[config.mk]
export PLATFORM = sky130hd
export DESIGN_NAME = mem_access_master
export DESIGN_NICKNAME = d
export VERILOG_FILES = /design/src/rtl/mem_access_master.sv
export SDC_FILE = /design/constraint.sdc
export NUM_CORES = 1
export LEC_CHECK = 0
export CAP_MARGIN = 5
export CORE_ASPECT_RATIO = 2
export CORE_MARGIN = 5
export CORE_UTILIZATION = 43
export CTS_BUF_LIST = sky130_fd_sc_hd__clkbuf_4 sky130_fd_sc_hd__clkbuf_8 sky130_fd_sc_hd__clkbuf_16
export CTS_CLUSTER_DIAMETER = 80
export CTS_CLUSTER_SIZE = 10
export DETAILED_ROUTE_END_ITERATION = 12
export PLACE_DENSITY = 0.79
export REMOVE_ABC_BUFFERS = 1
export SYNTH_ARGS = -nofsm -noshare
export SYNTH_HDL_FRONTEND = slang
export SYNTH_SLANG_ARGS = --single-unit
[constraint.sdc]
create_clock -name clk -period 2.01 [get_ports clk]
set_input_delay 0.5025 -clock clk [delete_from_list [all_inputs] [get_ports clk]]
set_output_delay 0.5025 -clock clk [all_outputs]
set_load 0.05 [all_outputs]
[src/rtl/mem_access_master.sv]
// Memory access master. Turns byte, halfword and word load/store requests into
// transactions on a word-only memory, using read-modify-write for sub-word stores.
module mem_access_master #(
  parameter int ADDR_W     = 10,
  parameter bit BIG_ENDIAN = 1'b0
) (
  input  logic              clk,
  input  logic              reset,
  input  logic              req_valid,
  output logic              req_ready,
  input  logic              req_write,
  input  logic [1:0]        req_size,
  input  logic              req_signed,
  input  logic [31:0]       req_addr,
  input  logic [31:0]       req_wdata,
  output logic              resp_valid,
  output logic              resp_err,
  output logic [31:0]       resp_rdata,
  output logic [ADDR_W-1:0] MemAddr,
  output logic [31:0]       MemWriteData,
  output logic              MemRead,
  output logic              MemWrite,
  input  logic [31:0]       MemReadData
);

  typedef enum logic [2:0] {IDLE, RD, RDATA, WR, RESP} state_t;

  state_t      state;
  logic        lat_write;
  logic        lat_signed;
  logic [1:0]  lat_size;
  logic [1:0]  lat_off;
  logic [31:0] lat_wdata;

  logic        req_err;
  logic [1:0]  lane;
  logic        half_sel;
  logic [4:0]  lane_shift;
  logic [4:0]  half_shift;
  logic [7:0]  byte_raw;
  logic [15:0] half_raw;
  logic [31:0] load_val;
  logic [31:0] merge_val;

  // Anything that cannot map onto one aligned word inside the memory is rejected up front.
  always_comb begin
    req_err = 1'b0;
    if (req_size == 2'b11)
      req_err = 1'b1;
    if (req_size == 2'b01 && req_addr[0])
      req_err = 1'b1;
    if (req_size == 2'b10 && req_addr[1:0] != 2'b00)
      req_err = 1'b1;
    if ((req_addr >> (ADDR_W + 2)) != 32'd0)
      req_err = 1'b1;
  end

  always_comb begin
    lane       = BIG_ENDIAN ? (2'd3 - lat_off) : lat_off;
    half_sel   = lat_off[1] ^ BIG_ENDIAN;
    lane_shift = {lane, 3'b000};
    half_shift = {half_sel, 4'b0000};
    byte_raw   = 8'(MemReadData >> lane_shift);
    half_raw   = 16'(MemReadData >> half_shift);
    load_val   = MemReadData;
    merge_val  = lat_wdata;
    case (lat_size)
      2'b00: begin
        load_val  = lat_signed ? {{24{byte_raw[7]}}, byte_raw} : {24'd0, byte_raw};
        merge_val = (MemReadData & ~(32'h0000_00FF << lane_shift)) |
                    ({24'd0, lat_wdata[7:0]} << lane_shift);
      end
      2'b01: begin
        load_val  = lat_signed ? {{16{half_raw[15]}}, half_raw} : {16'd0, half_raw};
        merge_val = (MemReadData & ~(32'h0000_FFFF << half_shift)) |
                    ({16'd0, lat_wdata[15:0]} << half_shift);
      end
      default: begin
        load_val  = MemReadData;
        merge_val = lat_wdata;
      end
    endcase
  end

  // Strobes are registered copies of the next state so they never glitch or overlap.
  always_ff @(posedge clk) begin
    if (reset) begin
      state        <= IDLE;
      req_ready    <= 1'b0;
      resp_valid   <= 1'b0;
      resp_err     <= 1'b0;
      resp_rdata   <= 32'd0;
      MemAddr      <= '0;
      MemWriteData <= 32'd0;
      MemRead      <= 1'b0;
      MemWrite     <= 1'b0;
      lat_write    <= 1'b0;
      lat_signed   <= 1'b0;
      lat_size     <= 2'b00;
      lat_off      <= 2'b00;
      lat_wdata    <= 32'd0;
    end else begin
      resp_valid <= 1'b0;
      MemRead    <= 1'b0;
      MemWrite   <= 1'b0;
      case (state)
        IDLE: begin
          req_ready <= 1'b1;
          if (req_ready && req_valid) begin
            req_ready  <= 1'b0;
            lat_write  <= req_write;
            lat_signed <= req_signed;
            lat_size   <= req_size;
            lat_off    <= req_addr[1:0];
            lat_wdata  <= req_wdata;
            resp_err   <= req_err;
            resp_rdata <= 32'd0;
            MemAddr    <= req_addr[ADDR_W+1:2];
            if (req_err) begin
              state      <= RESP;
              resp_valid <= 1'b1;
            end else if (req_write && req_size == 2'b10) begin
              state        <= WR;
              MemWrite     <= 1'b1;
              MemWriteData <= req_wdata;
            end else begin
              state   <= RD;
              MemRead <= 1'b1;
            end
          end
        end
        RD: state <= RDATA;
        RDATA: begin
          if (lat_write) begin
            MemWriteData <= merge_val;
            MemWrite     <= 1'b1;
            state        <= WR;
          end else begin
            resp_rdata <= load_val;
            resp_valid <= 1'b1;
            state      <= RESP;
          end
        end
        WR: begin
          resp_valid <= 1'b1;
          state      <= RESP;
        end
        RESP: begin
          req_ready <= 1'b1;
          state     <= IDLE;
        end
        default: state <= IDLE;
      endcase
    end
  end

endmodule

==> flow_metrics.env <==
export IMPL_syn_area_mm2=0.00624
export IMPL_synthArstFlopShare_pct=0
export IMPL_start_util_pct=43.5
export IMPL_r2r_start="state[0]"
export IMPL_rsz0062_at_grt="true"
export IMPL_min_delay_path_class="input pin to register"
export IMPL_synth_ff_type="dfxtp_1"
export IMPL_p_leak_nw=3.89
export IMPL_min_from="reset"
export IMPL_power_density_mw_per_mm2=723
export IMPL_clock_sinks=120
export IMPL_dieHeight_um=180
export IMPL_fillers=1178
export IMPL_htreeDepth=4
export IMPL_ys_seq_area_share_pct=38.5
export IMPL_grt_pass1_wl_um=36000
export IMPL_synth_common_cells="181 x nand2_1, 120 x dfxtp_1, 72 x a21oi_1"
export IMPL_synth_edf_count=0
export IMPL_fmax_ghz=0.513
export IMPL_grt_pass1_vias=7069
export IMPL_drv_slew=0
export IMPL_required_ns=2.33
export IMPL_fp_dieW_um=95.2
export IMPL_yosys_area_top_type="dfxtp_1"
export IMPL_path_max_fanout=6
export IMPL_die_area_mm2=0.0172
export IMPL_path_class="input pin to register"
export IMPL_tightestPinTransition_ns=0.621
export IMPL_cts_tree="built"
export IMPL_ys_top_cells_by_area="dfxtp_1 39%, nand2_1 11%, a21oi_1 5.8%"
export IMPL_synth_top_area_share_pct=38.5
export IMPL_area_growth_synth_to_final_pct=49.1
export IMPL_core_area_mm2=0.0144
export IMPL_yosysUniqueCellTypes=46
export IMPL_holdPathEnd="lane[0]"
export IMPL_final_min_clock_period_ns=1.95
export IMPL_via_per_inst=5.79
export IMPL_drt_iter0_drc=691
export IMPL_slew_headroom_pct=58.6
export IMPL_clk_latency_ns=0.42
export IMPL_fin_tns_setup_ns=0
export IMPL_cp_start_kind="input pin"
export IMPL_layout_drive_gt1_share_pct=20.2
export IMPL_final_hold_violation_count=0
export IMPL_antenna_found_initial=2
export IMPL_p_total_mw=6.73
export IMPL_first_pass_iters=5
export IMPL_clock_skew_ns=0.00925
export IMPL_drtAntennaViolNets=0
export IMPL_whs_path_depth=2
export IMPL_setup_violations=0
export IMPL_vias=7013
export IMPL_yosys_warnings=0
export IMPL_worstPathArrival_ns=2.27
export IMPL_yosysMostFrequentCell="nand2_1"
export IMPL_reg2reg_slack_ns=0.12
export IMPL_finalCritPeriodShare_pct=97.0
export IMPL_r2r_end="resp_rdata[13]"
export IMPL_wl_per_cell_um=19.3
export IMPL_drv_cap=0
export IMPL_hpwl_um=16400
export IMPL_r2r_cells=3
export IMPL_ios=182
export IMPL_totalWireLength_um=23400
export IMPL_postSynthCellCount=799
export IMPL_post_route_util_pct=64.8
export IMPL_overflow=0
export IMPL_ys_ff_latch=120
export IMPL_status="completed"
export IMPL_cts_root_buf="clkbuf_16"
export IMPL_drc=0
export IMPL_peakVddDrop_mv=0.611
export IMPL_nets=1107
export IMPL_critPathCaptureType="register"
export IMPL_syn_mean_instance_area_um2=7.81
export IMPL_io_buffer_count=181
export IMPL_grt_util_all_layers_pct=27.1
export IMPL_gp_congestion=0.887
export IMPL_cts_buffers=17
export IMPL_grt_max_degree=62
export IMPL_fp_row_count=62
export IMPL_holdBufCountCts=0
export IMPL_cts_buffer_depth=2
export IMPL_clkTransAtPathRegs_ns=0.07
==> how the worst max path moves through the flow <==
stage | startpoint | endpoint | slack, ns | depth (start not counted)
CTS | req_addr[17] | MemWriteData[21] | 0.01 | 9
floorplan | req_size[0] | MemWriteData[16] | -1.78 | 5
finish | req_addr[14] | MemWriteData[17] | 0.06 | 8
global placement | req_addr[0] | MemWriteData[23] | -0.44 | 8
global route | req_addr[14] | MemWriteData[20] | -0.006 | 8
detailed placement | req_addr[0] | MemWriteData[26] | -0.52 | 9
==> per-stage QoR <==
stage | setup slack, ns | hold slack, ns | cell area, µm² | std cells
after floorplan | -1.78 | 0.430 | 5940 | 728
after global placement | -0.435 | 0.441 | 8540 | 1171
after detailed placement | -0.517 | 0.449 | 8540 | 1171
after CTS | 0.0148 | 0.343 | 9290 | 1210
after global routing | -0.00554 | 0.360 | 9300 | 1211
final | 0.0595 | 0.352 | 9300 | 1211
==> flip-flops by register name, summed over array words and instances (netlist names) <==
register	cells
MemWriteData	32
MemWrite	1
lat_size	2
lat_wdata	32
resp_err	1
state	3
MemRead	1
lane	2
resp_rdata	32
req_ready	1
resp_valid	1
lat_signed	1
lat_write	1
MemAddr	10
==> kinds of logic (layout without fill, tap and decap cells) <==
| group | after synthesis | count (layout) | synth area share, % |
|---|---|---|---|
| simple gates | 352 | 352 | 25.7 |
| flops | 120 | 120 | 38.5 |
| compound gates | 188 | 188 | 20.6 |
| other cells | 0 | 2 | 0 |
| buf+inv | 81 | 299 | 5.36 |
| mux | 58 | 58 | 9.77 |
==> layout make-up <==
cell class                      count  area [µm²]  area share, %
Clock buffer                       17         425           4.57
Inverter                           10        37.5          0.403
Clock inverter                     15         213           2.29
Multi-Input combinational cell    598        3580           38.5
Antenna cell                        2        5.00         0.0538
Timing Repair Buffer              257        2400           25.8
Tap cell                          192         240           2.58
Sequential cell                   120        2400           25.8
==> layout by cell type (no fill, tap or decap), drive strengths merged, types with 4 or more instances in the layout <==
cell type / instances
dfxtp: 120
a221oi: 8
a311o: 16
nand2b: 45
clkdlybuf4s50: 81
a21oi: 72
o32ai: 10
buf: 135
o2111ai: 8
clkbuf: 17
nand3: 9
mux2: 23
dlygate4sd2: 38
and3: 8
o221ai: 8
nand2: 181
o21ai: 16
bufinv: 4
nor2: 60
inv: 16
nor2b: 20
nor3: 11
nor4: 6
a32oi: 16
a21boi: 8
mux2i: 35
a31oi: 15
==> power by group <==
group	internal, mW	switching (mW)	total, mW
sequential	2.43	0.0461	2.48
clock	2.10	1.22	3.32
combinational	0.429	0.493	0.923
total	4.96	1.76	6.73
==> worst max-delay path, stage by stage <==
cell             delay [ns]
clkdlybuf4s50_1        0.45
nor4_1                 0.04
o211ai_1               0.16
nor3_4                 0.09
o41ai_4                0.41
buf_12                 0.18
buf_16                 0.11
mux2_2                 0.32
==> per-layer routing <==
layer	vias up	part of all wire (%)	GRT usage [%]	wire length, µm
met1	3265	34	27.7	7870
met5	-	0	0	0
met4	0	8.2	22.4	1920
met3	126	7.7	5.73	1800
met2	391	50	45.6	11800
li1	3231	-	-	-
==> what timing repair did <==
item                                    in CTS  in global routing
hold endpoints to repair                     0                  0
endpoints found under the setup margin      49                 31
cloned                                       2                  0
buffers inserted                             6                  3
resized for setup                           52                  7
pin swaps                                   10                  5
Note: power is estimated with default switching activity, not from simulation.
